`src/rtl/uart_tx_if.sv`:
```
// rtl/uart_tx_if.sv - transmit request/status bundle for uart_tx
//
// Purpose: carries the per-frame configuration, the write request and the
//          serial/status outputs between a requester (master) and uart_tx (slave).
// Signals:
//   clock_divider_i  clock cycles per serial bit (0 behaves as 1)
//   parity_bit_i     1 appends a parity bit after the data bits
//   parity_even_i    1 even parity, 0 odd parity
//   data_i           byte to transmit
//   write_i          request to transmit data_i
//   serial_o         serial line, idles high
//   busy_o           high while a frame is in progress
//   done_o           one-cycle pulse when a frame completes
interface uart_tx_if #(
  parameter int CLOCK_DIVIDER_WIDTH = 8
);
  logic [CLOCK_DIVIDER_WIDTH-1:0] clock_divider_i;
  logic                           parity_bit_i;
  logic                           parity_even_i;
  logic [7:0]                     data_i;
  logic                           write_i;
  logic                           serial_o;
  logic                           busy_o;
  logic                           done_o;

  modport master (
    output clock_divider_i, parity_bit_i, parity_even_i, data_i, write_i,
    input  serial_o, busy_o, done_o
  );

  modport slave (
    input  clock_divider_i, parity_bit_i, parity_even_i, data_i, write_i,
    output serial_o, busy_o, done_o
  );
endinterface

```
`src/rtl/uart_tx.sv`:
```
// rtl/uart_tx.sv - UART transmitter with optional parity and per-frame bit time
//
// Purpose: serialises one byte per accepted write as start, 8 data bits
//          (LSB first), optional parity and stop, each held for D clocks.
// Ports:
//   clock_i   single clock, rising edge
//   reset_i   synchronous, active-low reset
//   bus       uart_tx_if slave: configuration, write request, serial/busy/done
module uart_tx #(
  parameter int CLOCK_DIVIDER_WIDTH = 8
) (
  input  logic      clock_i,
  input  logic      reset_i,
  uart_tx_if.slave  bus
);

  localparam int W = CLOCK_DIVIDER_WIDTH;

  typedef enum logic [2:0] {
    S_IDLE   = 3'd0,
    S_START  = 3'd1,
    S_DATA   = 3'd2,
    S_PARITY = 3'd3,
    S_STOP   = 3'd4
  } state_t;

  state_t      r_state, w_state_next;
  logic [W-1:0] r_cnt, w_cnt_next;
  logic [W-1:0] r_div, w_div_next;
  logic [2:0]  r_idx, w_idx_next;
  logic [7:0]  r_data, w_data_next;
  logic        r_par_en, w_par_en_next;
  logic        r_par_even, w_par_even_next;
  logic        r_serial, w_serial_next;
  logic        r_busy, w_busy_next;
  logic        r_done, w_done_next;

  logic [W-1:0] w_bit_len;
  logic         w_bit_end;
  logic [2:0]   w_idx_inc;
  logic         w_parity_val;

  // A latched divider of zero is stretched to one clock per bit.
  assign w_bit_len    = (r_div == '0) ? W'(1) : r_div;
  // Counter runs 0..D-1; D-1 always fits in W bits, so no overflow at max D.
  assign w_bit_end    = (r_cnt == (w_bit_len - W'(1)));
  // Natural 3-bit wrap takes the index from 7 back to 0 on leaving DATA.
  assign w_idx_inc    = r_idx + 3'd1;
  assign w_parity_val = r_par_even ? (^r_data) : ~(^r_data);

  always_comb begin
    w_state_next    = r_state;
    w_cnt_next      = r_cnt;
    w_div_next      = r_div;
    w_idx_next      = r_idx;
    w_data_next     = r_data;
    w_par_en_next   = r_par_en;
    w_par_even_next = r_par_even;
    w_serial_next   = r_serial;
    w_busy_next     = r_busy;
    w_done_next     = 1'b0;

    case (r_state)
      S_IDLE: begin
        w_serial_next = 1'b1;
        w_busy_next   = 1'b0;
        if (bus.write_i && !r_busy) begin
          w_data_next     = bus.data_i;
          w_div_next      = bus.clock_divider_i;
          w_par_en_next   = bus.parity_bit_i;
          w_par_even_next = bus.parity_even_i;
          w_state_next    = S_START;
          w_cnt_next      = '0;
          w_idx_next      = 3'd0;
          w_serial_next   = 1'b0;
          w_busy_next     = 1'b1;
        end
      end

      S_START: begin
        if (w_bit_end) begin
          w_cnt_next    = '0;
          w_idx_next    = 3'd0;
          w_state_next  = S_DATA;
          w_serial_next = r_data[0];
        end else begin
          w_cnt_next = r_cnt + W'(1);
        end
      end

      S_DATA: begin
        if (w_bit_end) begin
          w_cnt_next = '0;
          w_idx_next = w_idx_inc;
          if (r_idx == 3'd7) begin
            if (r_par_en) begin
              w_state_next  = S_PARITY;
              w_serial_next = w_parity_val;
            end else begin
              w_state_next  = S_STOP;
              w_serial_next = 1'b1;
            end
          end else begin
            w_serial_next = r_data[w_idx_inc];
          end
        end else begin
          w_cnt_next = r_cnt + W'(1);
        end
      end

      S_PARITY: begin
        if (w_bit_end) begin
          w_cnt_next    = '0;
          w_state_next  = S_STOP;
          w_serial_next = 1'b1;
        end else begin
          w_cnt_next = r_cnt + W'(1);
        end
      end

      S_STOP: begin
        if (w_bit_end) begin
          w_cnt_next    = '0;
          w_state_next  = S_IDLE;
          w_serial_next = 1'b1;
          w_busy_next   = 1'b0;
          w_done_next   = 1'b1;
        end else begin
          w_cnt_next = r_cnt + W'(1);
        end
      end

      default: begin
        w_state_next  = S_IDLE;
        w_cnt_next    = '0;
        w_idx_next    = 3'd0;
        w_serial_next = 1'b1;
        w_busy_next   = 1'b0;
      end
    endcase
  end

  always_ff @(posedge clock_i) begin
    if (!reset_i) begin
      r_state    <= S_IDLE;
      r_cnt      <= '0;
      r_div      <= '0;
      r_idx      <= 3'd0;
      r_data     <= 8'h00;
      r_par_en   <= 1'b0;
      r_par_even <= 1'b0;
      r_serial   <= 1'b1;
      r_busy     <= 1'b0;
      r_done     <= 1'b0;
    end else begin
      r_state    <= w_state_next;
      r_cnt      <= w_cnt_next;
      r_div      <= w_div_next;
      r_idx      <= w_idx_next;
      r_data     <= w_data_next;
      r_par_en   <= w_par_en_next;
      r_par_even <= w_par_even_next;
      r_serial   <= w_serial_next;
      r_busy     <= w_busy_next;
      r_done     <= w_done_next;
    end
  end

  assign bus.serial_o = r_serial;
  assign bus.busy_o   = r_busy;
  assign bus.done_o   = r_done;

endmodule

```
`src/flat_wrapper.sv`:
```
// flat-port wrapper written by rule: the top's interface ports become plain ports
module uart_tx_flat 
#(
  parameter int CLOCK_DIVIDER_WIDTH = 8
)
  (clock_i, reset_i, bus_clock_divider_i, bus_parity_bit_i, bus_parity_even_i, bus_data_i, bus_write_i, bus_serial_o, bus_busy_o, bus_done_o);
  uart_tx_if #(.CLOCK_DIVIDER_WIDTH(CLOCK_DIVIDER_WIDTH)) bus_i ();
  input  logic clock_i;
  input  logic reset_i;
  input wire logic [$bits(bus_i.clock_divider_i)-1:0] bus_clock_divider_i;
  input wire logic [$bits(bus_i.parity_bit_i)-1:0] bus_parity_bit_i;
  input wire logic [$bits(bus_i.parity_even_i)-1:0] bus_parity_even_i;
  input wire logic [$bits(bus_i.data_i)-1:0] bus_data_i;
  input wire logic [$bits(bus_i.write_i)-1:0] bus_write_i;
  output wire logic [$bits(bus_i.serial_o)-1:0] bus_serial_o;
  output wire logic [$bits(bus_i.busy_o)-1:0] bus_busy_o;
  output wire logic [$bits(bus_i.done_o)-1:0] bus_done_o;
  assign bus_i.clock_divider_i = bus_clock_divider_i;
  assign bus_i.parity_bit_i = bus_parity_bit_i;
  assign bus_i.parity_even_i = bus_parity_even_i;
  assign bus_i.data_i = bus_data_i;
  assign bus_i.write_i = bus_write_i;
  assign bus_serial_o = bus_i.serial_o;
  assign bus_busy_o = bus_i.busy_o;
  assign bus_done_o = bus_i.done_o;
  uart_tx #(.CLOCK_DIVIDER_WIDTH(CLOCK_DIVIDER_WIDTH)) u_core (.clock_i(clock_i), .reset_i(reset_i), .bus(bus_i));
endmodule
```
`config.mk`:
```
export PLATFORM = sky130hd
export DESIGN_NAME = uart_tx_flat
export DESIGN_NICKNAME = d
export VERILOG_FILES = /design/src/rtl/uart_tx_if.sv /design/src/rtl/uart_tx.sv /design/src/flat_wrapper.sv
export SDC_FILE = /design/constraint.sdc
export NUM_CORES = 1
export LEC_CHECK = 0
export CORE_UTILIZATION = 50
export CTS_CLUSTER_SIZE = 10
export DETAILED_ROUTE_END_ITERATION = 8
export GPL_TIMING_DRIVEN = 0
export PLACE_DENSITY_LB_ADDON = 0.12
export SLEW_MARGIN = 10
export SYNTH_ARGS = -nofsm -noshare
export SYNTH_HDL_FRONTEND = slang
export SYNTH_SLANG_ARGS = --single-unit
```
`constraint.sdc`:
```
create_clock -name clock_i -period 3 [get_ports clock_i]
set_input_delay 0.6 -clock clock_i [delete_from_list [all_inputs] [get_ports clock_i]]
set_output_delay 0.6 -clock clock_i [all_outputs]
set_load 0.02 [all_outputs]
```
---- Word level (Yosys, flattened, before mapping) ----
Cells that the tools add are included.
cells by class
  add/sub/neg operators ................... 3
  $lt $le $gt $ge ......................... 1
  equal/unequal tests ..................... 13
  mux-type cells .......................... 29
  bitwise operators ....................... 3
  reductions and logical operators ........ 14
operators with widths
  operator                                              count
  two-way mux 3 bit                                     9
  two-way mux 8 bit                                     3
  one-hot mux 8 bit (2 select lines)                    1
  one-hot mux 3 bit (5 select lines)                    1
  != test 2 x 1 -> 1 bit (second input constant)        7
  one-hot mux 3 bit (4 select lines)                    1
  two-way mux 1 bit                                     11
  adder 8 x 1 -> 8 bit (second input constant)          1
  equality test 8 bit                                   1
  logical NOT 8 bit                                     1
  XOR reduction 8 bit                                   1
  subtractor 8 x 1 -> 8 bit (second input constant)     1
  equality test 3 x 2 -> 1 bit (second input constant)  2
  equality test 3 bit (second input constant)           2
  AND reduction 2 bit                                   3
  AND reduction 6 bit                                   1
  < comparator 3 x 4 -> 1 bit (second input constant)   1
  one-hot mux 1 bit (4 select lines)                    1
  AND reduction 4 bit                                   1
  OR reduction 4 bit                                    1
  adder 3 x 1 -> 3 bit (second input constant)          1
  binary-select mux 1 bit (select 3 bit)                1
  equality test 3 x 1 -> 1 bit (second input constant)  1
  logical NOT 3 bit                                     1
  7 further kinds                                       9
word-level totals
  register bits after elaboration ......... 35
  bits of input ports ..................... 21
  output and inout bits ................... 3
  logic and storage cells ................. 73

---- Depth between registers and ports, before layout ----
Gate-level depths: netlist of run 1.
  word-level depth ........................ 7
  depth in mapped cells ................... 12
  depth with buffers taken out ............ 10

---- Least setup slack after synthesis of run 1 ----
Ideal clock, no wire load.
  path type ............................... register to register
  start point ............................. register u_core.r_div[2]
  end point ............................... register u_core.r_busy (netlist: u_core.bus.busy_o)
  library setup time ...................... 0.128 ns
  arrival time ............................ 3.172 ns
  setup slack ............................. -0.300 ns
  cell stages (with the launch flop) ...... 13
  cell sequence ........................... dfxtp_1 -> buf_6 -> nor4_1 -> and2_2 -> nor2_1 -> ha_1 -> xnor2_1 -> a2111o_1 -> or3b_4 -> or4_1 -> buf_6 -> a41oi_1 -> nor2_1
between the ends
  cells in the longest elaborated chain, start to end .. 6
RTL lines
  item                                RTL line        source
  start, declared                     uart_tx.sv:29   logic [W-1:0] r_div, w_div_next;
  start signal, assigned              uart_tx.sv:158  r_div <= w_div_next;
  logical NOT 8 bit                   uart_tx.sv:44   assign w_bit_len = (r_div == '0) ? W'(1) : r_div;
  two-way mux 8 bit *                 uart_tx.sv:44
  subtractor 8 x 1 -> 8 bit *         uart_tx.sv:46   assign w_bit_end = (r_cnt == (w_bit_len - W'(1)));
  equality test 8 bit *               uart_tx.sv:46
  != test 2 x 1 -> 1 bit (no line) *  -
  AND reduction 2 bit (no line) *     -
  end signal, assigned                uart_tx.sv:164  r_busy <= w_busy_next;
  end, declared                       uart_tx.sv:35   logic r_busy, w_busy_next;
Every way passes the cells marked *; elsewhere a longest branch is shown, timed or not.
A chain may end at the register's enable or synchronous reset.

---- Worst setup path after layout of run 1 ----
  start point ............................. register u_core.r_div[2]
  end point ............................... register u_core.r_cnt[3]
between the ends
  cells in the longest elaborated chain, start to end .. 6
RTL lines
  item                                  RTL line        source
  logical NOT 8 bit                     uart_tx.sv:44
  two-way mux 8 bit *                   uart_tx.sv:44
  subtractor 8 x 1 -> 8 bit *           uart_tx.sv:46
  equality test 8 bit *                 uart_tx.sv:46
  two-way mux 8 bit *                   -
  one-hot mux 8 bit (2 select lines) *  uart_tx.sv:63   case (r_state)
  end signal, assigned                  uart_tx.sv:157  r_cnt <= w_cnt_next;
  end, declared                         uart_tx.sv:28   logic [W-1:0] r_cnt, w_cnt_next;
Marks and branches as above.

==> impl_metrics.py, run 1 <==
metrics = {
    "yosys": {
        "synth.distinct_cells": 55,
        "synth_edf_count": 0,
        "synth_area_um2": 2130,
        "synthFlopType": "dfxtp_1",
        "synth.avg_cell_area_um2": 7.88,
        "ys_seq_area_share_pct": 32.8,
        "syn_nets": 296,
        "synth_cells": 271,
        "synth_seq_cells": 35,
        "async_flop_share_pct": 0,
        "synth_warnings": 0,
    },
    "timing": {
        "rsz0062_at_grt": "true",
        "clock-skew-final_ns": 0.00817,
        "fin_crit_ns": 2.92,
        "drv_slew": 0,
        "setup_ws_ns": 0.0811,
        "slew-limit-headroom_pct": 41.2,
        "worst_slew_pin_slew_ns": 0.876,
        "max_clock_freq_mhz": 343,
        "finalSetupTns_ns": 0,
        "setup_violations": 0,
        "hold_ws_ns": 0.473,
        "finalHoldViolCount": 0,
        "finalCritPeriodShare_pct": 97.3,
    },
    "final_layout": {
        "instances_no_fill": 355,
        "final_core_util_pct": 66.2,
        "layout_common_cells": "55 x nand2_1, 32 x dfxtp_1, 29 x a21oi_1",
        "drive_gt1_share_pct": 14.1,
        "fillers": 347,
        "final_common_cell": "nand2_1",
        "syn2layout_area_growth_pct": 25.8,
        "post-route-cell-area_um2": 2690,
        "nets": 329,
        "n_antenna_cell": 0,
    },
    "clocking": {
        "clk_latency_ns": 0.29,
        "clkSinkCount": 35,
        "clockBufferDepth": 2,
        "cts-buffers-inserted": 5,
        "cts_tree": "done",
        "path_clk_slew_ns": 0.08,
        "cts-root-buf": "clkbuf_8",
        "cts_hold_buf": 0,
        "h-tree-depth": 2,
    },
    "critical_path": {
        "crit_required_ns": 3.15,
        "critPathLaunchType": "flop",
        "crit_type": "flop to flop",
        "arrival_ns": 3.07,
        "critPathMaxFanout": 7,
        "worst_setup_path_end_kind": "flop",
    },
    "power": {
        "finalPower_mw": 1.41,
        "power.switching_mw": 0.445,
        "internal_power_mw": 0.961,
        "seq_power_share_pct": 37.2,
        "p_per_area_nw_per_um2": 524,
        "vdd.ir_drop.worst_uv": 362,
        "switching_share_pct": 31.6,
        "pwr-share-comb_pct": 31.5,
        "p_leak_nw": 0.999,
        "p_clk_share_pct": 31.3,
    },
    "drt": {
        "routed_wl_mm": 4.88,
        "avgRoutedWirePerCell_um": 13.7,
        "num_vias": 2042,
        "ant_nets": 0,
        "drt-initial-drc-count": 102,
        "firstDrtPassIters": 4,
        "post_drt_via_cell_ratio": 5.75,
        "remaining_drc_errors": 0,
    },
    "global_routing": {
        "grt_max_degree": 14,
        "gr-total-overflow": 0,
        "first_global_vias": 1745,
        "groute.usage.overall_pct": 24.1,
        "antenna_found_initial": 0,
        "grt_pass1_wl_mm": 8.16,
    },
    "outcome": {
        "status": "complete, no violations",
    },
    "placement": {
        "pre_cts_ws_ns": -0.310,
        "dpl-instance-area_um2": 2480,
        "place.gp.congestion": 0.880,
        "port_buffers": 23,
        "place.detailed.hpwl_mm": 3.52,
        "place_inst": 344,
    },
    "floorplanning": {
        "die_area_um2": 4530,
        "die_w_um": 67.3,
        "core_um2": 4060,
        "die_y_um": 67.3,
        "row_count": 23,
        "io_pins": 24,
        "initial_core_util_pct": 52.6,
    },
    "hold_path": {
        "hold_path.class": "flop to flop",
    },
    "flow_run": {
        "drv_cap": 0,
    },
}
synth_stat cells, types with 2 or more instances:
| cell type | n | share of area [%] |
|---|---|---|
| or3_1 | 5 | 1.5 |
| mux4_2 | 2 | 2.1 |
| clkbuf_1 | 11 | 1.9 |
| a21o_1 | 2 | 0.70 |
| xnor2_1 | 10 | 4.1 |
| nor3_1 | 9 | 2.1 |
| inv_1 | 6 | 1.1 |
| nand2_1 | 55 | 9.7 |
| o211ai_1 | 3 | 1.1 |
| o2111ai_1 | 2 | 0.82 |
| xor2_1 | 7 | 2.9 |
| o31a_1 | 2 | 0.82 |
| a21oi_1 | 30 | 7.0 |
| and3_1 | 2 | 0.59 |
| buf_6 | 4 | 2.1 |
| or4_1 | 2 | 0.70 |
| dfxtp_1 | 35 | 33 |
| o311ai_0 | 2 | 0.82 |
| o2bb2ai_1 | 2 | 0.82 |
| nor2_1 | 13 | 2.3 |
| nor3b_1 | 3 | 1.1 |
| nand2b_1 | 2 | 0.59 |
| nor2b_1 | 5 | 1.5 |
| and2_2 | 2 | 0.70 |
| mux2i_1 | 2 | 0.94 |
| nor4_1 | 6 | 1.8 |
| nand3_1 | 11 | 2.6 |
| o41ai_1 | 2 | 0.82 |
| ha_1 | 4 | 2.3 |
| o21ai_0 | 5 | 1.2 |
critical path: stages (launching register included):
cell,delay (ns)
dfxtp_4,0.37
nor4_4,0.30
and2_4,0.20
nor2_2,0.04
ha_4,0.21
xnor2_2,0.13
a2111o_1,0.33
or3b_4,0.41
or4_4,0.53
a21oi_4,0.20
nor3_1,0.07
power groups by stage:
stage	Sequential [mW]	Clock [mW]	Combinational, mW
after global routing	0.526	0.469	0.488
after floorplan	0.527	0	0.300
final	0.522	0.440	0.443
after CTS	0.523	0.448	0.407
after global placement	0.527	0	0.391
after detailed placement	0.528	0	0.395
cell type report:
type	count	area, um^2	share of cell area (%)
plain buffers	15	93.8	3.49
repair buffers	29	275	10.3
multi-input cells	212	1410	52.3
clock buffers	5	68.8	2.56
inverters	6	22.5	0.839
flip-flops and latches	35	709	26.4
well taps	50	62.6	2.33
clock inverters	3	47.5	1.77
cells by family (layout without fill, tap and decap cells):
group | count (synthesis) | in the layout | synth area share (%)
buf+inv | 24 | 58 | 5.92
fa+ha+maj | 4 | 4 | 2.34
xor+xnor | 18 | 18 | 8.03
mux | 4 | 4 | 3.05
compound gates | 63 | 63 | 19.2
flops | 35 | 35 | 32.8
simple gates | 123 | 123 | 28.6
per-layer routing:
metal	up-vias	part of all wire [%]	global-route usage (%)
li1	1037	-	-
met1	948	49	33.6
met2	52	45	37.0
met3	5	4.8	4.56
met4	0	1.1	7.98
met5	-	0	0
flip-flops by register name, indices dropped and copies added, names as in the netlist:
signal	flops
u_core.r_cnt	8
u_core.r_data	8
u_core.r_div	8
u_core.r_idx	3
u_core.r_state	3
u_core.bus.busy_o	1
u_core.bus.done_o	1
u_core.bus.serial_o	1
u_core.r_par_en	1
u_core.r_par_even	1
path summary, 6_finish.rpt:
check | startpoint | endpoint | cells after the start | slack (ns)
worst max register to register | u_core.r_div[2]$_SDFFE_PN0P_ | u_core.r_cnt[3]$_SDFFE_PN0N_ | 10 | 0.08
worst min register to register | u_core.r_par_even$_SDFFE_PN0P_ | u_core.r_par_even$_SDFFE_PN0P_ | 2 | 0.47
worst max-delay path | u_core.r_div[2]$_SDFFE_PN0P_ | u_core.r_cnt[3]$_SDFFE_PN0N_ | 10 | 0.08
worst min-delay path | u_core.r_par_even$_SDFFE_PN0P_ | u_core.r_par_even$_SDFFE_PN0P_ | 2 | 0.47
repair_timing:
| item | in CTS | in global routing |
|---|---|---|
| setup buffers | 3 | 3 |
| cloned | 0 | 0 |
| setup endpoints to repair | 16 | 26 |
| pin swaps | 4 | 1 |
| gates resized for setup | 6 | 10 |
Power figures use the tool's default switching activity.
==> run 2, diff against run 1 <==
- CORE_UTILIZATION: 50 -> 25
- clock period: 3 -> 3.8 ns (I/O delays scaled with it)
==> impl_metrics.py, run 2 (same netlist as run 1, synthesis figures left out) <==
metrics = {
    "clocking": {
        "clkSinkCount": 35,
        "cts_hold_buf": 0,
        "cts-buffers-inserted": 5,
        "cts_setup_buffers": 0,
        "h-tree-depth": 2,
        "cts-root-buf": "clkbuf_8",
        "clk_latency_ns": 0.29,
        "path_clk_slew_ns": 0.08,
        "cts_tree": "done",
        "clockBufferDepth": 2,
    },
    "timing": {
        "fin_crit_ns": 3.51,
        "clock-skew-final_ns": 0.00990,
        "worst_slew_pin_slew_ns": 1.15,
        "setup_violations": 0,
        "finalHoldViolCount": 0,
        "max_clock_freq_mhz": 285,
        "rsz0062_at_grt": "false",
        "setup_ws_ns": 0.289,
        "slew-limit-headroom_pct": 22.9,
        "finalSetupTns_ns": 0,
        "finalCritPeriodShare_pct": 92.4,
        "drv_slew": 0,
    },
    "critical_path": {
        "crit_chain": "buf_6 > nor4_2 > and2_2 > nor2_1 > ha_1 > xnor2_1 > a2111o_1 > or3b_4 > nor4_2 > buf_2 > o21ai_0 > o2bb2ai_1",
        "critPathMaxFanout": 10,
        "cp_slowest_cell": "nor4_2",
        "crit_path_frequent_cell": "nor4_2",
        "rr_startpoint": "u_core.r_div[2]$_SDFFE_PN0P_",
        "critPathLaunchType": "flop",
        "cp_top_family": "simple AND/OR/NAND/NOR gates",
        "worst_setup_path_end_kind": "flop",
        "crit_start": "u_core.r_div[2]$_SDFFE_PN0P_",
        "crit_type": "flop to flop",
        "crit_required_ns": 3.97,
        "crit_buf_inv": 2,
        "slowest_delay_ns": 0.50,
        "arrival_ns": 3.68,
    },
    "final_layout": {
        "nets": 326,
        "reg_top3": "u_core.r_cnt x8, u_core.r_data x8, u_core.r_div x8",
        "fillers": 907,
        "syn2layout_area_growth_pct": 22.7,
        "final_common_cell": "nand2_1",
        "layout_common_cells": "55 x nand2_1, 35 x dfxtp_1, 30 x a21oi_1",
        "drive_gt1_share_pct": 8.28,
        "n_antenna_cell": 0,
        "instances_no_fill": 407,
    },
    "floorplanning": {
        "core_um2": 8260,
        "die_y_um": 94.4,
        "io_pins": 24,
        "initial_core_util_pct": 25.8,
        "row_count": 33,
        "die_w_um": 94.4,
        "die_area_um2": 8910,
    },
    "power": {
        "internal_power_mw": 0.725,
        "power.switching_mw": 0.342,
        "vdd.ir_drop.worst_uv": 163,
        "pwr-share-comb_pct": 28.7,
        "p_leak_nw": 0.947,
        "seq_power_share_pct": 38.3,
        "p_per_area_nw_per_um2": 407,
        "switching_share_pct": 32.0,
        "p_clk_share_pct": 33.0,
        "finalPower_mw": 1.07,
    },
    "global_routing": {
        "groute.usage.overall_pct": 13.3,
        "grt_max_degree": 14,
        "grt_pass1_wl_mm": 9.20,
        "gr-total-overflow": 0,
        "antenna_found_initial": 0,
        "first_global_vias": 1829,
    },
    "placement": {
        "place.gp.congestion": 0.798,
        "place_inst": 399,
        "pre_cts_ws_ns": 0.0866,
        "place.detailed.hpwl_mm": 4.19,
        "port_buffers": 23,
    },
    "drt": {
        "post_drt_via_cell_ratio": 4.87,
        "num_vias": 1981,
        "firstDrtPassIters": 4,
        "remaining_drc_errors": 0,
        "routed_wl_mm": 5.49,
        "drt-initial-drc-count": 86,
        "ant_nets": 0,
        "avgRoutedWirePerCell_um": 13.5,
    },
    "flow_run": {
        "drv_cap": 0,
    },
    "hold_path": {
        "hold_path.class": "flop to flop",
        "min_from": "u_core.r_par_even$_SDFFE_PN0P_",
    },
    "outcome": {
        "status": "complete, no violations",
    },
}
[run 2: repair_timing]
item,in CTS,in global routing
gates resized for setup,0,1
hold endpoints to repair,0,0
endpoints found under the setup margin,0,14
[run 2: layout make-up]
type | instances | area, um^2 | area share, %
Timing Repair Buffer | 23 | 230 | 8.79
Buffer | 18 | 104 | 3.97
Multi-Input combinational cell | 212 | 1310 | 50.2
Clock inverter | 3 | 47.5 | 1.82
Clock buffer | 5 | 68.8 | 2.63
Sequential cell | 35 | 701 | 26.8
Tap cell | 105 | 131 | 5.02
Inverter | 6 | 22.5 | 0.860
[run 2: tightest hold or removal path: stages (launching register included)]
cell	delay, ns
dfxtp_1	0.33
nand2_1	0.06
a21oi_1	0.05
[run 2: path summary, 6_finish.rpt]
| path | slack, ns | cells past startpoint | endpoint |
|---|---|---|---|
| worst max-delay path | 0.29 | 12 | u_core.r_state[1]$_SDFFE_PN0P_ |
| worst min-delay path | 0.48 | 2 | u_core.r_par_even$_SDFFE_PN0P_ |
| worst max register to register | 0.29 | 12 | u_core.r_state[1]$_SDFFE_PN0P_ |
| worst min register to register | 0.48 | 2 | u_core.r_par_even$_SDFFE_PN0P_ |
[run 2: power by group through the flow]
stage               registers, mW  logic (mW)  clock network [mW]
detailed placement          0.417       0.307                   0
finish                      0.408       0.306               0.352
global route                0.412       0.340               0.386
CTS                         0.408       0.309               0.370
global placement            0.416       0.307                   0
floorplan                   0.414       0.221                   0
[run 2: stage by stage]
step | hold slack, ns | area (um^2) | util [%]
floorplan | 0.449 | 2130 | -
CTS | 0.487 | 2610 | 31.6
finish | 0.480 | 2620 | 31.7
detailed placement | 0.473 | 2500 | 30.2
global route | 0.517 | 2620 | 31.7
global placement | 0.468 | 2500 | 30.2
[run 2: layer usage]
layer / global-route usage, % / part of all wire [%] / wire length (um) / vias to the layer above
li1: - / - / - / 1026
met3: 2.74 / 3.7 / 201 / 2
met5: 0 / 0 / 0 / -
met1: 19.0 / 51 / 2820 / 920
met4: 4.23 / 0.67 / 37 / 0
met2: 19.9 / 44 / 2420 / 33
==> edit 1, RTL diff (flow settings as in run 2) <==
Take the reset off `r_data` and load it in a clocked block of its own.
--- a/src/rtl/uart_tx.sv
+++ b/src/rtl/uart_tx.sv
@@ -146,7 +146,6 @@
       r_cnt      <= '0;
       r_div      <= '0;
       r_idx      <= 3'd0;
-      r_data     <= 8'h00;
       r_par_en   <= 1'b0;
       r_par_even <= 1'b0;
       r_serial   <= 1'b1;
@@ -157,7 +156,6 @@
       r_cnt      <= w_cnt_next;
       r_div      <= w_div_next;
       r_idx      <= w_idx_next;
-      r_data     <= w_data_next;
       r_par_en   <= w_par_en_next;
       r_par_even <= w_par_even_next;
       r_serial   <= w_serial_next;
@@ -166,6 +164,10 @@
     end
   end
 
+  always_ff @(posedge clock_i) begin
+    r_data <= w_data_next;
+  end
+
   assign bus.serial_o = r_serial;
   assign bus.busy_o   = r_busy;
   assign bus.done_o   = r_done;
Check against the original RTL: no difference found for any inputs over 10 cycles, from zero or initial values and one cycle with reset_i low; that may be too few to reach the edited logic, so the function may still have changed.
==> edit 1 against run 2 <==
Total power increased by 14%; sequential power increased by 17%; wire length fell by 19%; synthesized cell count is 19% lower; design area shrank 8.6%; first-iteration DRC count shrank 28%; sequential cell count is the same; synthesized area down 8.6%; count of clock-buffer cells in the layout did not move; fmax rose by 9.8%; worst setup slack better by 0.31 ns; via count down 20%; global-route usage is 1.6 points lower.
==> edit 1: results (changes against run 2) <==
Sink of the worst hold path: u_core.r_idx[1]. The number of enable-type register cells in the synthesized netlist was 8 (+8). The slowest stage of the critical path is the nor4_1 cell.

The first-pass GRT wire length came out at 7630 um (-17%). The register-to-register setup slack came out at 0.60 ns (+0.31 ns). The pre-CTS setup slack came out at 0.594 ns (+0.508 ns). The tools report the final layout net count as 273 (-16%). The number of CTS-inserted buffers was 5 (unchanged).

The total routed wirelength came out at 4420 um (-19%). The largest incremental delay on the critical path is 0.60 ns (+0.10 ns), and the global-route usage over all layers is 0.118 (-0.0156). The final weighted congestion in routability-driven placement is 0.740 (-7.3%). For the headroom to the max-slew limit, the log shows 0.449 (+0.220). The async set-reset flop share out of synthesis was 0 (unchanged); the number of buffers between clock root and the deepest sink was 2 (unchanged). The clock latency on the worst-skew pair is 0.29 ns (about the same), and the number of warnings reported in the yosys synthesis log is 0 (unchanged). The tightest min-delay check is of the reg2reg type. Maximum level of the CTS H-tree: 2 (unchanged). Counting instances in the post-synthesis netlist gives the leading cell types as nand2_1, dfxtp_1, xnor2_1.

The run gives 0 (unchanged) as the initial antenna violation count. The largest fanout of any net on the critical path is 10 (unchanged). The instance count along the most critical hold path is 2 (unchanged). The flow ran to the end, and the final reports show no timing, DRC or antenna violations. The peak supply drop was 0.165 mV (+1.4%); the number of inserted filler cells in the final layout was 772 (-15%). The final critical-path share of the clock period came out at 0.842 (-0.0821).

The cell sitting at the root of the clock tree is a clkbuf_8. The number of distinct library cells after synthesis is 46 (-16%), and the number of inserted diodes is 0 (unchanged). The register area share after synthesis was 0.400 (+0.0720). The data arrival at the endpoint of the critical path came out at 3.38 ns (-0.30 ns).

The worst slack on hold paths is 0.468 ns (-0.0122 ns). Among cell families on the critical path, the largest total delay comes from simple AND/OR/NAND/NOR gates. The largest net degree at the start of global routing was 18 (+4); the detailed-placement wirelength estimate was 3210 um (-23%).

The startpoint of the tightest hold check path is u_core.r_idx[1]. The worst setup path is of the reg2reg kind. The tools report the number of global-route vias before repair as 1516 (-17%). The tools report the final setup skew as 0.00986 ns (-0.0000369 ns). The count of instances resized after the clock tree is built is 0 (unchanged).

By area the synthesized netlist is led by dfxtp_1, edfxtp_1, xnor2_1. Clock-pin slew was measured on the worst setup and hold paths at 0.09 ns. The count of buffers inserted at the top-level ports is 22 (-4.3%), and the cell depth of the worst flop-to-flop path is 12 (unchanged). Fraction of final layout cells with drive strength greater than 1: 0.0803 (-0.00246). The logs give 1590 (-20%) for the routed via count and 0.796 nW (-16%) for the static leakage power.

The worst register-to-register path begins at u_core.r_div[2]. The post-synth net total came out at 244 (-18%). The largest registers in the layout are u_core.r_cnt x8, u_core.r_data x8, u_core.r_div x8. The critical path ends at u_core.r_idx[0]. The count of routing violations after the opening detailed-route iteration came out at 62 (-28%).

For the total setup buffers inserted after CTS, the log shows 0 (unchanged).
edit 1: cell types whose count changed after synthesis, sizes merged, moves of 6 or more:
cell           run 2  this run
xor2               7         1
nand2             55        41
a21oi             31         6
dfxtp             35        27
nor4               7         1
edfxtp             0         8
xnor2             10        19
a21boi             0        10
nor3              10         3
edit 1: cell type report:
class | count | share of cell area
buffer | 13 | 0.0246
clock buffer | 5 | 0.0288
clock inverter | 3 | 0.0105
inverter | 5 | 0.00784
multi-input combinational | 166 | 0.458
sequential | 35 | 0.326
tap | 99 | 0.0518
timing repair buffer | 22 | 0.0920
edit 1: worst reg2reg max path, cell delays in order, from the launching register on:
cell,delay (ns)
dfxtp_1,0.31
buf_6,0.13
nor4_1,0.61
a31oi_1,0.24
ha_1,0.34
xor2_1,0.17
nor2_1,0.09
a21oi_1,0.05
a211oi_1,0.28
nand4_2,0.29
buf_2,0.29
o211ai_1,0.20
o31ai_1,0.09
edit 1: per-stage QoR:
stage / area (um2) / util / instances
after global placement: 2290 / 0.310 / 340
after CTS: 2390 / 0.322 / 348
after detailed placement: 2290 / 0.310 / 340
final: 2390 / 0.323 / 348
after floorplan: 1950 / - / 219
after global routing: 2390 / 0.323 / 348
edit 1: cell families after synthesis:
family          count (synthesis)  synth area share
simple gates                   89             0.232
compound gates                 45             0.158
flops                          35             0.400
xor+xnor                       20            0.0898
buf+inv                        18            0.0398
mux                             8            0.0552
fa+ha+maj                       4            0.0257
edit 1: routing by layer:
metal,global-route usage,part of all wire
met4,0.0484,0.016
met2,0.172,0.41
met1,0.170,0.55
met3,0.0210,0.023
met5,0,0
edit 1: power breakdown:
group,internal (W),switching (W),leakage [nW]
Combinational,0.000197,0.000255,0.455
Sequential,0.000434,0.0000439,0.296
Clock,0.000131,0.000158,0.0443
==> edit 2, RTL diff (flow settings as in run 2) <==
Made on the original files. `CLOCK_DIVIDER_WIDTH` is set to 8 in 3 places; all go to 6.
--- a/src/rtl/uart_tx_if.sv
+++ b/src/rtl/uart_tx_if.sv
@@ -12,7 +12,7 @@
 //   busy_o           high while a frame is in progress
 //   done_o           one-cycle pulse when a frame completes
 interface uart_tx_if #(
-  parameter int CLOCK_DIVIDER_WIDTH = 8
+  parameter int CLOCK_DIVIDER_WIDTH = 6
 );
   logic [CLOCK_DIVIDER_WIDTH-1:0] clock_divider_i;
   logic                           parity_bit_i;
--- a/src/rtl/uart_tx.sv
+++ b/src/rtl/uart_tx.sv
@@ -7,7 +7,7 @@
 //   reset_i   synchronous, active-low reset
 //   bus       uart_tx_if slave: configuration, write request, serial/busy/done
 module uart_tx #(
-  parameter int CLOCK_DIVIDER_WIDTH = 8
+  parameter int CLOCK_DIVIDER_WIDTH = 6
 ) (
   input  logic      clock_i,
   input  logic      reset_i,
--- a/src/flat_wrapper.sv
+++ b/src/flat_wrapper.sv
@@ -1,7 +1,7 @@
 // flat-port wrapper written by rule: the top's interface ports become plain ports
 module uart_tx_flat 
 #(
-  parameter int CLOCK_DIVIDER_WIDTH = 8
+  parameter int CLOCK_DIVIDER_WIDTH = 6
 )
   (clock_i, reset_i, bus_clock_divider_i, bus_parity_bit_i, bus_parity_even_i, bus_data_i, bus_write_i, bus_serial_o, bus_busy_o, bus_done_o);
   uart_tx_if #(.CLOCK_DIVIDER_WIDTH(CLOCK_DIVIDER_WIDTH)) bus_i ();
Interface: changed (resized bus_clock_divider_i); port bits go from 24 to 22. The function was not compared with the original's and may differ.
==> edit 2 against run 2 <==
Synthesized area shrank 17%; via count shrank 21%; wire length shrank 23%; sequential cell count shrank 4; die area shrank 17%; final cell count shrank 17%; non-clock buffer count shrank 7; sequential share of layout area grew 1.8 points; design area shrank 17%; worst setup slack gained 1.1 ns; core utilization grew 0.24 points.
Power is not compared: it rests on default switching activity, and its combinational part moved more than twofold at a synthesized area within 25%.
==> edit 2: results (changes against run 2) <==
The run finished with clean final reports. For the detailed route wirelength on metal3, the log shows 130 um (-35%). For the first-pass GRT wire length, the log shows 7460 um (-19%). Sequential cell count: 31 (-11%). For the final cell count without fillers, the log shows 336 (-17%). The logs give 0.472 ns (-0.00824 ns) for the worst slack on hold paths and 0.351 (+0.0230) for the register area share after synthesis.

For the routing usage on met3, the log shows 0.0260 (-0.00139). For the final core area utilization, the log shows 0.320 (+0.00240). The critical path starts at u_core.r_div[1]. By count the netlist is led by nand2_1, dfxtp_1, a21oi_1.

The cell family with the largest share of critical-path delay is compound AO/OA/AOI/OAI gates. The worst register-to-register path ends at u_core.r_cnt[1]. The non-clock buffer count in the final layout was 34 (-17%).

The multi-input combinational cell count is 166 (-22%), and the footprint of the flip-flops and latches is 621 um2 (-11%). The global-route usage over all layers was 0.130 (-0.00364). For the cell area reported after detailed placement, the log shows 2090 um2 (-16%).

For the number of inserted diodes, the log shows 0 (unchanged). The clock network contribution to total cell area works out to 0.0386 (-0.00582). The logs give 53 (-38%) for the count of routing violations after the opening detailed-route iteration and 1557 (-15%) for the number of global-route vias before repair. By area the synthesized netlist is led by dfxtp_1, nand2_1, a21oi_1. The transition time at the pin with the least slew margin is 0.562 ns (-0.585 ns), and the compound-gate portion of the synthesized area is 0.227 (+0.0344). The mean number of vias per cell is 4.63 (-4.9%), and the fraction of final layout cells with drive strength greater than 1 is 0.0917 (+0.00889).

The logs give 0.00377 ns (-0.00612 ns) for the final setup skew and 0.774 (-3.0%) for the final weighted congestion in routability-driven placement. Largest net degree at the start of global routing: 11 (-3). The fraction of synthesized area in multiplexers was 0.0602 (+0.0297).

The number of inserted filler cells in the final layout came out at 767 (-15%). The post-layout instance area was 2170 um2 (-17%). Area share of xor/xnor cells in the synthesized design: 0.0574 (-0.0229). The cell depth of the worst flop-to-flop path came out at 8 (-4). The run gives 0.158 (-0.0323) as the met1 demand-to-capacity share in global routing. The non-clock buffer contribution to total cell area works out to 0.121 (-0.00653).

The run gives 234 (-21%) as the post-synth net total. Post-placement cell count: 328 (-18%). The startpoint identified for the worst hold timing path is u_core.r_idx[1].

The adder-cell share of the synthesized area was 0.0212 (-0.00220); the register-to-register setup slack was 1.41 ns (+1.13 ns). The pre-CTS setup slack was 1.15 ns (+1.06 ns); the layout inverter count without the clock tree was 1 (-5). The largest registers in the layout are u_core.r_data x8, u_core.r_cnt x6, u_core.r_div x6.

The total routed wirelength was 4230 um (-23%); the count of buffers inserted at the top-level ports was 20 (-13%). The data arrival at the endpoint of the critical path was 2.57 ns (-1.11 ns); the amount of wire on met2 after detailed routing was 2060 um (-15%). The largest fanout of any net on the critical path works out to 9 (-1). For the final layout net count, the log shows 261 (-20%). The tools report the met1 wire length as 1980 um (-30%). The run gives 1080 um2 (-18%) as the area taken by multi-input logic gates. The number of instances in the synthesized netlist is 212 (-22%), and the met2 global-route usage is 0.227 (+0.0273).

The tools report the sink of the worst hold path as u_core.r_idx[1]. For the number of distinct library cells after synthesis, the log shows 50 (-9.1%).
## edit 2: changes by cell type after synthesis, moves of 4 or more
cell and delta:
a21oi_1 -8, and2_1 +4, dfxtp_1 -4, inv_1 -5, nand2_1 -8, nand3_1 -4
nor3_1 -7, nor4_1 -5, or3_1 -5, xnor2_1 -4, xor2_1 -4
## edit 2: worst max-delay path by stage
stage / slack (ns) / end
2_1_floorplan: 1.61 / u_core.r_cnt[1]
3_3_place_gp: 1.14 / u_core.r_par_even
3_5_place_dp: 1.15 / u_core.r_par_even
4_1_cts: 1.38 / u_core.r_cnt[1]
5_1_grt: 1.27 / u_core.r_par_en
6_report: 1.41 / u_core.r_cnt[1]
## edit 2: report_power, final
group / internal (W) / leakage [nW] / switching [W]
Sequential: 0.000385 / 0.253 / 0.0000566
Clock: 0.000125 / 0.0477 / 0.000129
Combinational: 0.000281 / 0.498 / 0.000365
Total: 0.000792 / 0.799 / 0.000551
